$ cat src/rtl/serial_addsub_if.sv
// serial_addsub_if: operand/result bundle for the bit-serial adder/subtractor.
//   start, sub, A, B        : request and operands (driven by the master)
//   busy, done, Result,
//   Cout, Overflow          : status and registered results (driven by the slave)
interface serial_addsub_if #(
    parameter int unsigned WIDTH = 8
);
    logic             start;
    logic             sub;
    logic [WIDTH-1:0] A;
    logic [WIDTH-1:0] B;
    logic             busy;
    logic             done;
    logic [WIDTH-1:0] Result;
    logic             Cout;
    logic             Overflow;

    modport master (
        output start, sub, A, B,
        input  busy, done, Result, Cout, Overflow
    );

    modport slave (
        input  start, sub, A, B,
        output busy, done, Result, Cout, Overflow
    );
endinterface

$ cat src/rtl/serial_addsub.sv
// serial_addsub: bit-serial adder/subtractor, one bit per clock, LSB first.
//   clk    : rising-edge clock
//   reset  : asynchronous active-high reset
//   bus    : serial_addsub_if.slave
//            start/sub/A/B in; busy (SHIFT state), done (one-cycle pulse),
//            Result/Cout/Overflow (registered, held until the next completion)
// Subtraction is A + ~B + 1: B is inverted at capture and the carry seeded with sub.
module serial_addsub #(
    parameter int unsigned WIDTH = 8
) (
    input  logic           clk,
    input  logic           reset,
    serial_addsub_if.slave bus
);
    localparam int unsigned CW = (WIDTH > 1) ? $clog2(WIDTH) : 1;
    localparam logic [CW-1:0] LAST = CW'(WIDTH - 1);

    typedef enum logic [1:0] {StIdle, StShift, StDone} state_e;

    state_e           state_q, state_d;
    logic [WIDTH-1:0] a_q, a_d;
    logic [WIDTH-1:0] b_q, b_d;
    logic [WIDTH-1:0] r_q, r_d;
    logic             c_q, c_d;
    logic             msbc_q, msbc_d;
    logic [CW-1:0]    cnt_q, cnt_d;
    logic [WIDTH-1:0] result_q, result_d;
    logic             cout_q, cout_d;
    logic             ovf_q, ovf_d;
    logic             done_q, done_d;

    logic             sum_bit, carry_bit;

    // Full adder on the current LSBs.
    assign sum_bit   = a_q[0] ^ b_q[0] ^ c_q;
    assign carry_bit = (a_q[0] & b_q[0]) | (a_q[0] & c_q) | (b_q[0] & c_q);

    always_ff @(posedge clk or posedge reset) begin
        if (reset) begin
            state_q  <= StIdle;
            a_q      <= '0;
            b_q      <= '0;
            r_q      <= '0;
            c_q      <= 1'b0;
            msbc_q   <= 1'b0;
            cnt_q    <= '0;
            result_q <= '0;
            cout_q   <= 1'b0;
            ovf_q    <= 1'b0;
            done_q   <= 1'b0;
        end else begin
            state_q  <= state_d;
            a_q      <= a_d;
            b_q      <= b_d;
            r_q      <= r_d;
            c_q      <= c_d;
            msbc_q   <= msbc_d;
            cnt_q    <= cnt_d;
            result_q <= result_d;
            cout_q   <= cout_d;
            ovf_q    <= ovf_d;
            done_q   <= done_d;
        end
    end

    always_comb begin
        state_d  = state_q;
        a_d      = a_q;
        b_d      = b_q;
        r_d      = r_q;
        c_d      = c_q;
        msbc_d   = msbc_q;
        cnt_d    = cnt_q;
        result_d = result_q;
        cout_d   = cout_q;
        ovf_d    = ovf_q;
        done_d   = 1'b0;

        unique case (state_q)
            StIdle: begin
                if (bus.start) begin
                    a_d     = bus.A;
                    b_d     = bus.B ^ {WIDTH{bus.sub}};
                    c_d     = bus.sub;
                    cnt_d   = '0;
                    r_d     = '0;
                    state_d = StShift;
                end
            end
            StShift: begin
                a_d = a_q >> 1;
                b_d = b_q >> 1;
                r_d = {sum_bit, r_q[WIDTH-1:1]};
                c_d = carry_bit;
                if (cnt_q == LAST) begin
                    // c_q is the carry into the MSB while the last bit is processed.
                    msbc_d  = c_q;
                    state_d = StDone;
                end else begin
                    cnt_d = cnt_q + CW'(1);
                end
            end
            StDone: begin
                // Outputs are registered here so the port never shows partial sums.
                result_d = r_q;
                cout_d   = c_q;
                ovf_d    = msbc_q ^ c_q;
                done_d   = 1'b1;
                state_d  = StIdle;
            end
            default: state_d = StIdle;
        endcase
    end

    assign bus.busy     = (state_q == StShift);
    assign bus.done     = done_q;
    assign bus.Result   = result_q;
    assign bus.Cout     = cout_q;
    assign bus.Overflow = ovf_q;
endmodule

$ cat src/flat_wrapper.sv
// flat-port wrapper written by rule: the top's interface ports become plain ports
module serial_addsub_flat 
#(
    parameter int unsigned WIDTH = 8
)
  (clk, reset, bus_start, bus_sub, bus_A, bus_B, bus_busy, bus_done, bus_Result, bus_Cout, bus_Overflow);
  serial_addsub_if #(.WIDTH(WIDTH)) bus_i ();
  input  logic clk;
  input  logic reset;
  input wire logic [$bits(bus_i.start)-1:0] bus_start;
  input wire logic [$bits(bus_i.sub)-1:0] bus_sub;
  input wire logic [$bits(bus_i.A)-1:0] bus_A;
  input wire logic [$bits(bus_i.B)-1:0] bus_B;
  output wire logic [$bits(bus_i.busy)-1:0] bus_busy;
  output wire logic [$bits(bus_i.done)-1:0] bus_done;
  output wire logic [$bits(bus_i.Result)-1:0] bus_Result;
  output wire logic [$bits(bus_i.Cout)-1:0] bus_Cout;
  output wire logic [$bits(bus_i.Overflow)-1:0] bus_Overflow;
  assign bus_i.start = bus_start;
  assign bus_i.sub = bus_sub;
  assign bus_i.A = bus_A;
  assign bus_i.B = bus_B;
  assign bus_busy = bus_i.busy;
  assign bus_done = bus_i.done;
  assign bus_Result = bus_i.Result;
  assign bus_Cout = bus_i.Cout;
  assign bus_Overflow = bus_i.Overflow;
  serial_addsub #(.WIDTH(WIDTH)) u_core (.clk(clk), .reset(reset), .bus(bus_i));
endmodule
$ cat config.mk
export PLATFORM = sky130hd
export DESIGN_NAME = serial_addsub_flat
export DESIGN_NICKNAME = d
export VERILOG_FILES = /design/src/rtl/serial_addsub_if.sv /design/src/rtl/serial_addsub.sv /design/src/flat_wrapper.sv
export SDC_FILE = /design/constraint.sdc
export NUM_CORES = 1
export LEC_CHECK = 0
export BUFFER_PORTS_ARGS = -buffer_cell sky130_fd_sc_hd__buf_2
export CORE_MARGIN = 2
export CORE_UTILIZATION = 25
export CTS_CLUSTER_SIZE = 25
export DETAILED_ROUTE_END_ITERATION = 12
export PLACE_DENSITY = 0.39
export SYNTH_ARGS = -nofsm -noshare
export SYNTH_HDL_FRONTEND = slang
export SYNTH_SLANG_ARGS = --single-unit
$ cat constraint.sdc
create_clock -name clk -period 2.3 [get_ports clk]
set_input_delay 0.115 -clock clk [delete_from_list [all_inputs] [get_ports clk]]
set_output_delay 0.115 -clock clk [all_outputs]
set_load 0.005 [all_outputs]
==> summary.txt, run 1 <==
Run status
  – Run status: finished, final reports clean

STA
  – Endpoints failing hold: 0
  – Rel. slew slack: 0.468
  – Fin Setup TNS: 0 ns
  – Max Clk Rate: 568 MHz
  – Clock skew: 0.00606 ns
  – Least-Margin Pin Slew: 0.796 ns
  – Period utilisation layout: 0.765
  – Final Critical Period: roughly 1.8 ns
  – # setup viols final: 0
  – RSZ-0062 raised after global routing: false
  – Count of pins over their slew limit: 0

Yosys
  – Post-Synth XOR/XNOR Area: 0.0412
  – Top cell type's share of synthesized area: 0.550
  – Post-Synth Adder-Cell Area: 0.0236
  – Simple-gate share of the synthesized area: 0.0955
  – Synth Area in Compound Gates: 0.150
  – Register area share after synthesis: 0.550
  – Synth Register Bits: 42
  – Cells after synthesis: 157
  – Avg Inst Size Synth: 12.2 um^2
  – Mux share of post-synthesis cell area: 0.0812
  – Synthesized Nets: 180
  – Syn. warnings: 0
  – Post-Syn Area: between 1500 and 2000 um^2
  – Largest family of logic cells by synthesized area: compound AO/OA/AOI/OAI gates
  – Top post-synthesis cells by area: dfrtp_1, mux2_2, xor2_1
  – Yosys top cell by area: dfrtp_1
  – Post-synthesis cell type count: 32

CTS
  – Root buffer cell: clkbuf_8
  – # resized after CTS: 0
  – H-Tree Depth: 2
  – Cts bufs inserted: 5
  – Postcts setup bufs: 0
  – CTS Buffer Depth: 2
  – Clock Sinks: 42
  – CTS tree: done
  – CTS clock-pin slew for the worst setup and hold paths: approximately 0.090 ns
  – Clk_lat worst skew: 0.29 ns

Global route
  – Largest net degree at the start of global routing: 43
  – Vias in the first global route: 1255
  – GRT Total Usage: 0.0982
  – GRT overflow: 0
  – First-pass GRT wire length: 6.45 mm
  – Initial antenna violation count: 0

Worst setup path
  – Worst Setup End Kind: flop
  – Crit Path Category: reg -> reg
  – CP Launch Type: flop
  – Critical Path RT: 2.48 ns
  – Arrival time at the worst endpoint: 1.94 ns
  – CP Max Fanout: 18
  – R2R cell count: 2

Route
  – Pre-Repair DR Iteration Count: 4
  – Top Metal Used: met4
  – Via-to-Cell Ratio: ~4.4
  – DR iter-0 viols: 37
  – M1 WL: 1.92 mm
  – Via count: between 1000 and 1500
  – WL/cell: 13.4 um
  – DR WL met2: 1.67 mm
  – Post-route ant nets: 0
  – DRC Markers: 0
  – WL met3: 200 um
  – Post-Route WL: about 3.8 mm

Power and ir drop
  – Max VDD drop: between 0.3 and 0.4 mV
  – Clock power frac: 0.231
  – Sw Pwr: 870 uW
  – Power Internal: 1760 uW
  – Flop pwr share: 0.464
  – Switch share: 0.331
  – Final Total Pwr: around 2600 uW
  – Combinational fraction of design power: 0.305
  – Leakage power: between 0.001 and 0.0015 uW
  – PD cells: between 1000 and 1500 nW/um^2

Finish
  – Core Util, Final: 0.306
  – Final cell count without fillers: 286
  – Area of the multi-input gates: around 750 um^2
  – Fillers: approximately 780
  – Synthesis-to-finish area growth: 17.1%
  – Ant. Diodes: 0
  – Final Net Count: 209
  – Storage cell area: ~1100 um^2
  – Share of cells above drive strength 1: 0.283

Placement
  – Global placement routability congestion: 0.694
  – Dpl hpwl: about 2.5 mm
  – Port buffer count: 31
  – Cell count after placement: 277

Run
  – Max cap viols: 0

Floorplanning
  – Core area: 7330 um^2
  – Io pins: 32
  – Die width: 91.5 um
  – Die area: about 8400 um^2
  – Die height: 91.5 um
  – Initial Util: 0.261
  – Cell row count: 31

Worst hold path
  – HP Class: in -> reg
  – Hold Crit Depth: 2
sequential cells by signal, indices dropped and copies added (netlist names), 2 cells and up:
register and cells:
u_core.a_q 8, u_core.state_q 2, u_core.cnt_q 3, u_core.r_q 8
u_core.b_q 8, u_core.bus.Result 8
what timing repair did:
item / CTS / global route
setup endpoints to repair: 0 / 0
hold buffers: 1 / 0
hold endpoints to repair: 42 / 0
synth_stat cells:
| master | instances |
|---|---|
| o21ai_1 | 1 |
| inv_1 | 7 |
| a32o_1 | 1 |
| and2_4 | 1 |
| xnor2_1 | 1 |
| nor2_1 | 1 |
| a21oi_1 | 3 |
| and2_1 | 2 |
| a222oi_1 | 1 |
| a22o_1 | 7 |
| nor3b_2 | 1 |
| o21ai_0 | 13 |
| nor2b_1 | 3 |
| buf_6 | 5 |
| mux2i_1 | 5 |
| buf_2 | 6 |
| nand2b_1 | 1 |
| o31ai_1 | 1 |
| nor3b_1 | 6 |
| a221o_1 | 6 |
| nor3_1 | 1 |
| mux2_4 | 1 |
| fa_1 | 1 |
| o21bai_4 | 1 |
| nor2b_4 | 1 |
| a22oi_1 | 2 |
| xor2_1 | 8 |
| nand2_1 | 15 |
| a31oi_1 | 3 |
| mux2_2 | 8 |
| dfrtp_1 | 42 |
| ha_1 | 2 |
worst max-delay path, stage by stage (launching register included):
cell and delay, ns:
dfrtp_1 0.76, nand2b_1 0.48, mux2_2 0.40
final cells by class:
type,count,share of cell area
flip-flops and latches,42,0.469
multi-input cells,97,0.334
repair buffers,33,0.0771
well taps,99,0.0553
clock buffers,5,0.0307
clock inverters,3,0.0218
inverters,7,0.0117
power groups by stage:
stage,Combinational (uW),Sequential [uW],Clock (uW)
finish,803,1220,606
global route,925,1260,670
CTS,825,1230,637
detailed placement,822,1240,0
global placement,802,1230,0
floorplan,700,1160,0
path summary, 6_finish.rpt:
check | end | startpoint | slack [ns]
max in group asynchronous | u_core.b_q[1]$_DFFE_PP0P_ | reset | 1.43
hold reg to reg | u_core.bus.Cout$_DFFE_PP0P_ | u_core.bus.Cout$_DFFE_PP0P_ | 0.48
min in group asynchronous | u_core.a_q[4]$_DFFE_PP0P_ | reset | 0.51
setup reg to reg | u_core.bus.Result[5]$_DFFE_PP0P_ | u_core.state_q[1]$_DFFE_PP0P_ | 0.54
hold / removal | u_core.a_q[7]$_DFFE_PP0P_ | bus_A[7] | 0.07
setup / recovery | u_core.bus.Result[5]$_DFFE_PP0P_ | u_core.state_q[1]$_DFFE_PP0P_ | 0.54
metal layers:
metal / global-route usage / vias up
li1: - / 612
met2: 0.144 / 32
met3: 0.0307 / 5
met5: 0 / -
met4: 0.0341 / 0
met1: 0.136 / 620
kinds of logic (layout without fill, tap and decap cells):
kind of cell    Yosys count  in the layout
buf+inv                  18             48
simple gates             32             32
compound gates           39             39
xor+xnor                  9              9
mux                      14             14
fa+ha+maj                 3              3
flops                    42             42
per-stage QoR:
stage | hold WS (ns) | setup slack [ns] | cell area [um^2]
2_1_floorplan | 0.285 | 0.925 | 1910
3_3_place_gp | 0.288 | 0.563 | 2110
3_5_place_dp | 0.296 | 0.530 | 2110
4_1_cts | 0.0609 | 0.492 | 2240
5_1_grt | 0.0575 | 0.374 | 2240
6_report | 0.0697 | 0.540 | 2240
placed cells by master, fill, tap and decap left out, types with 2 or more instances in the layout:
cell type,netlist,layout
a21oi_1,3,3
a221o_1,6,6
a22o_1,7,7
a22oi_1,2,2
a31oi_1,3,3
and2_1,2,2
buf_2,6,31
clkbuf_8,0,5
dfrtp_1,42,42
ha_1,2,2
inv_1,7,7
mux2_2,8,8
mux2i_1,5,5
nand2_1,15,15
nor2b_1,3,3
nor3b_1,6,6
o21ai_0,13,13
xor2_1,8,8
Note: power is estimated with default switching activity, not from simulation.
==> run 2: changes to the inputs <==
--- a/config.mk
+++ b/config.mk
@@ -10,7 +10,7 @@
 export CORE_UTILIZATION = 25
 export CTS_CLUSTER_SIZE = 25
 export DETAILED_ROUTE_END_ITERATION = 12
-export PLACE_DENSITY = 0.39
+export PLACE_DENSITY = 0.4
 export SYNTH_ARGS = -nofsm -noshare
 export SYNTH_HDL_FRONTEND = slang
 export SYNTH_SLANG_ARGS = --single-unit
==> constraint.sdc (replaced) <==
create_clock -name clk -period 1.5 [get_ports clk]
set_input_delay 0.075 -clock clk [delete_from_list [all_inputs] [get_ports clk]]
set_output_delay 0.075 -clock clk [all_outputs]
set_load 0.005 [all_outputs]
==> summary.txt, run 2 (synthesized netlist as in run 1, its figures left out) <==
STA
  – Clock skew: 0.00992 ns
  – RSZ-0062 raised after global routing: false
  – Endpoints failing hold: 0
  – # setup viols final: 0
  – Least-Margin Pin Slew: between 0.5 and 0.6 ns
  – Rel. slew slack: 0.642
  – Period utilisation layout: 0.947
  – Final Critical Period: 1.42 ns
  – Count of pins over their slew limit: 0
  – Fin Setup TNS: 0 ns
  – Max Clk Rate: 704 MHz

CTS
  – Root buffer cell: clkbuf_8
  – CTS tree: done
  – Clock Sinks: 42
  – Cts bufs inserted: 5
  – Postcts setup bufs: 0
  – CTS clock-pin slew for the worst setup and hold paths: 0.09 ns
  – CTS Buffer Depth: 2
  – H-Tree Depth: 2
  – Clk_lat worst skew: 0.30 ns

Worst setup path
  – Crit path launch: u_core.state_q[0]$_DFFE_PP0P_
  – Arrival time at the worst endpoint: 1.35 ns
  – Worst Setup End Kind: output pin
  – Crit. path cell count: 3
  – Flop-to-flop setup slack: around 0.1 ns
  – R2R cell count: 4
  – CP Launch Type: flop
  – CP bufs+invs: 2
  – CP Max Fanout: 10
  – Crit-path leading delay family: flip-flops
  – Worst setup endpoint: bus_busy
  – Max stage delay on crit path: 0.49 ns
  – Crit Path Category: reg -> out
  – Critical Path RT: 1.42 ns
  – Crit-path slowest cell: dfrtp_2
  – Worst reg2reg endpoint: u_core.msbc_q$_DFFE_PP0P_
  – R2R Path Start: u_core.cnt_q[0]$_DFFE_PP0P_
  – Critical Path, Cell by Cell: nor2b_4 -> buf_4 -> buf_2

Placement
  – Port buffer count: 31
  – Global placement routability congestion: between 0.6 and 0.7
  – Dpl hpwl: approximately 2.7 mm
  – Cell count after placement: 285

Finish
  – Final Net Count: roughly 220
  – Ant. Diodes: 0
  – Synthesis-to-finish area growth: 20.5%
  – Most frequent cells in the layout: dfrtp_1, buf_2, nand2_1, o21ai_0
  – Final cell count without fillers: 294
  – Commonest non-fill, non-tap cell in the layout: dfrtp_1
  – Share of cells above drive strength 1: 0.323

Global route
  – GRT overflow: 0
  – Largest net degree at the start of global routing: 43
  – Vias in the first global route: roughly 1400
  – Initial antenna violation count: 0
  – GRT Total Usage: 0.102
  – First-pass GRT wire length: between 6 and 7 mm

Worst hold path
  – Hold Crit Start: bus_A[7]
  – HP Class: in -> reg

Power and ir drop
  – Leakage power: 0.00114 uW
  – PD cells: 1740 nW/um^2
  – Max VDD drop: 0.503 mV

Route
  – DR iter-0 viols: between 40 and 50
  – Post-route ant nets: 0
  – Via count: between 1000 and 1500
  – Post-Route WL: 3.85 mm
  – Pre-Repair DR Iteration Count: 4
  – WL/cell: 13.1 um
  – DRC Markers: 0
  – Via-to-Cell Ratio: 4.46

Floorplanning
  – Core area: 7330 um^2
  – Initial Util: 0.261
  – Die height: slightly above 90 um
  – Cell row count: 31
  – Die width: 91.5 um
  – Io pins: 32
  – Die area: 8360 um^2

Run
  – Max cap viols: 0

Run status
  – Run status: finished, final reports clean
[run 2: changes by cell type in the layout (fill, tap and decap cells not counted), sizes merged]
cell / delta
clkinv: +1
bufinv: -1
buf: +8
[run 2: worst min path at each step]
stage | depth (start not counted) | slack, ns | end
final | 2 | 0.03 | u_core.a_q[7]$_DFFE_PP0P_
after global placement | 3 | 0.24 | u_core.a_q[1]$_DFFE_PP0P_
after floorplan | 1 | 0.24 | u_core.a_q[7]$_DFFE_PP0P_
after detailed placement | 3 | 0.24 | u_core.bus.Result[0]$_DFFE_PP0P_
after global routing | 2 | 0.04 | u_core.a_q[7]$_DFFE_PP0P_
after CTS | 2 | 0.03 | u_core.a_q[7]$_DFFE_PP0P_
[run 2: cell type report]
cell class / count / area (um^2)
inverter: 7 / 26.3
tap: 99 / 124
fill: 747 / 5030
timing repair buffer: 41 / 258
multi-input combinational: 97 / 751
clock buffer: 5 / 68.8
sequential: 42 / 1050
clock inverter: 3 / 25.0
[run 2: per-layer routing]
layer  up-vias  global-route usage  share of wire
li1        624                   -              -
met1       647               0.129           0.48
met2        33               0.169           0.47
met3         6              0.0257          0.041
met4         0              0.0379          0.013
met5         -                   0              0
[run 2: metrics by stage]
step / total power, uW / util / hold slack [ns] / instance area, um^2 / worst slack (ns)
floorplan: 2860 / - / 0.245 / 1910 / 0.125
global placement: 3230 / 0.300 / 0.237 / 2200 / 0.0941
detailed placement: 3300 / 0.300 / 0.243 / 2200 / 0.0346
CTS: 4090 / 0.314 / 0.0293 / 2300 / 0.0248
global route: 4350 / 0.314 / 0.0401 / 2300 / 0.00278
finish: 4020 / 0.314 / 0.0303 / 2300 / 0.0796
[run 2: worst register-to-register path, stage by stage, from the launching register on]
cell	delay [ns]
dfrtp_1	0.42
ha_1	0.22
ha_2	0.22
and2_4	0.15
mux2_4	0.28
[run 2: what timing repair did]
| item | 4_1_cts | 5_1_grt |
|---|---|---|
| resized for setup | 1 | 1 |
| endpoints found under the setup margin | 1 | 1 |
| pin swaps | 0 | 0 |
| hold buffers | 1 | 0 |
| endpoints found under the hold margin | 42 | 0 |
[run 2: power breakdown]
part           leakage, uW  total [uW]  internal (uW)  switching (uW)
Clock            0.0000447         767            336             431
Combinational     0.000541        1400            749             650
Sequential        0.000550        1850           1560             291
Total              0.00114        4020           2650            1370
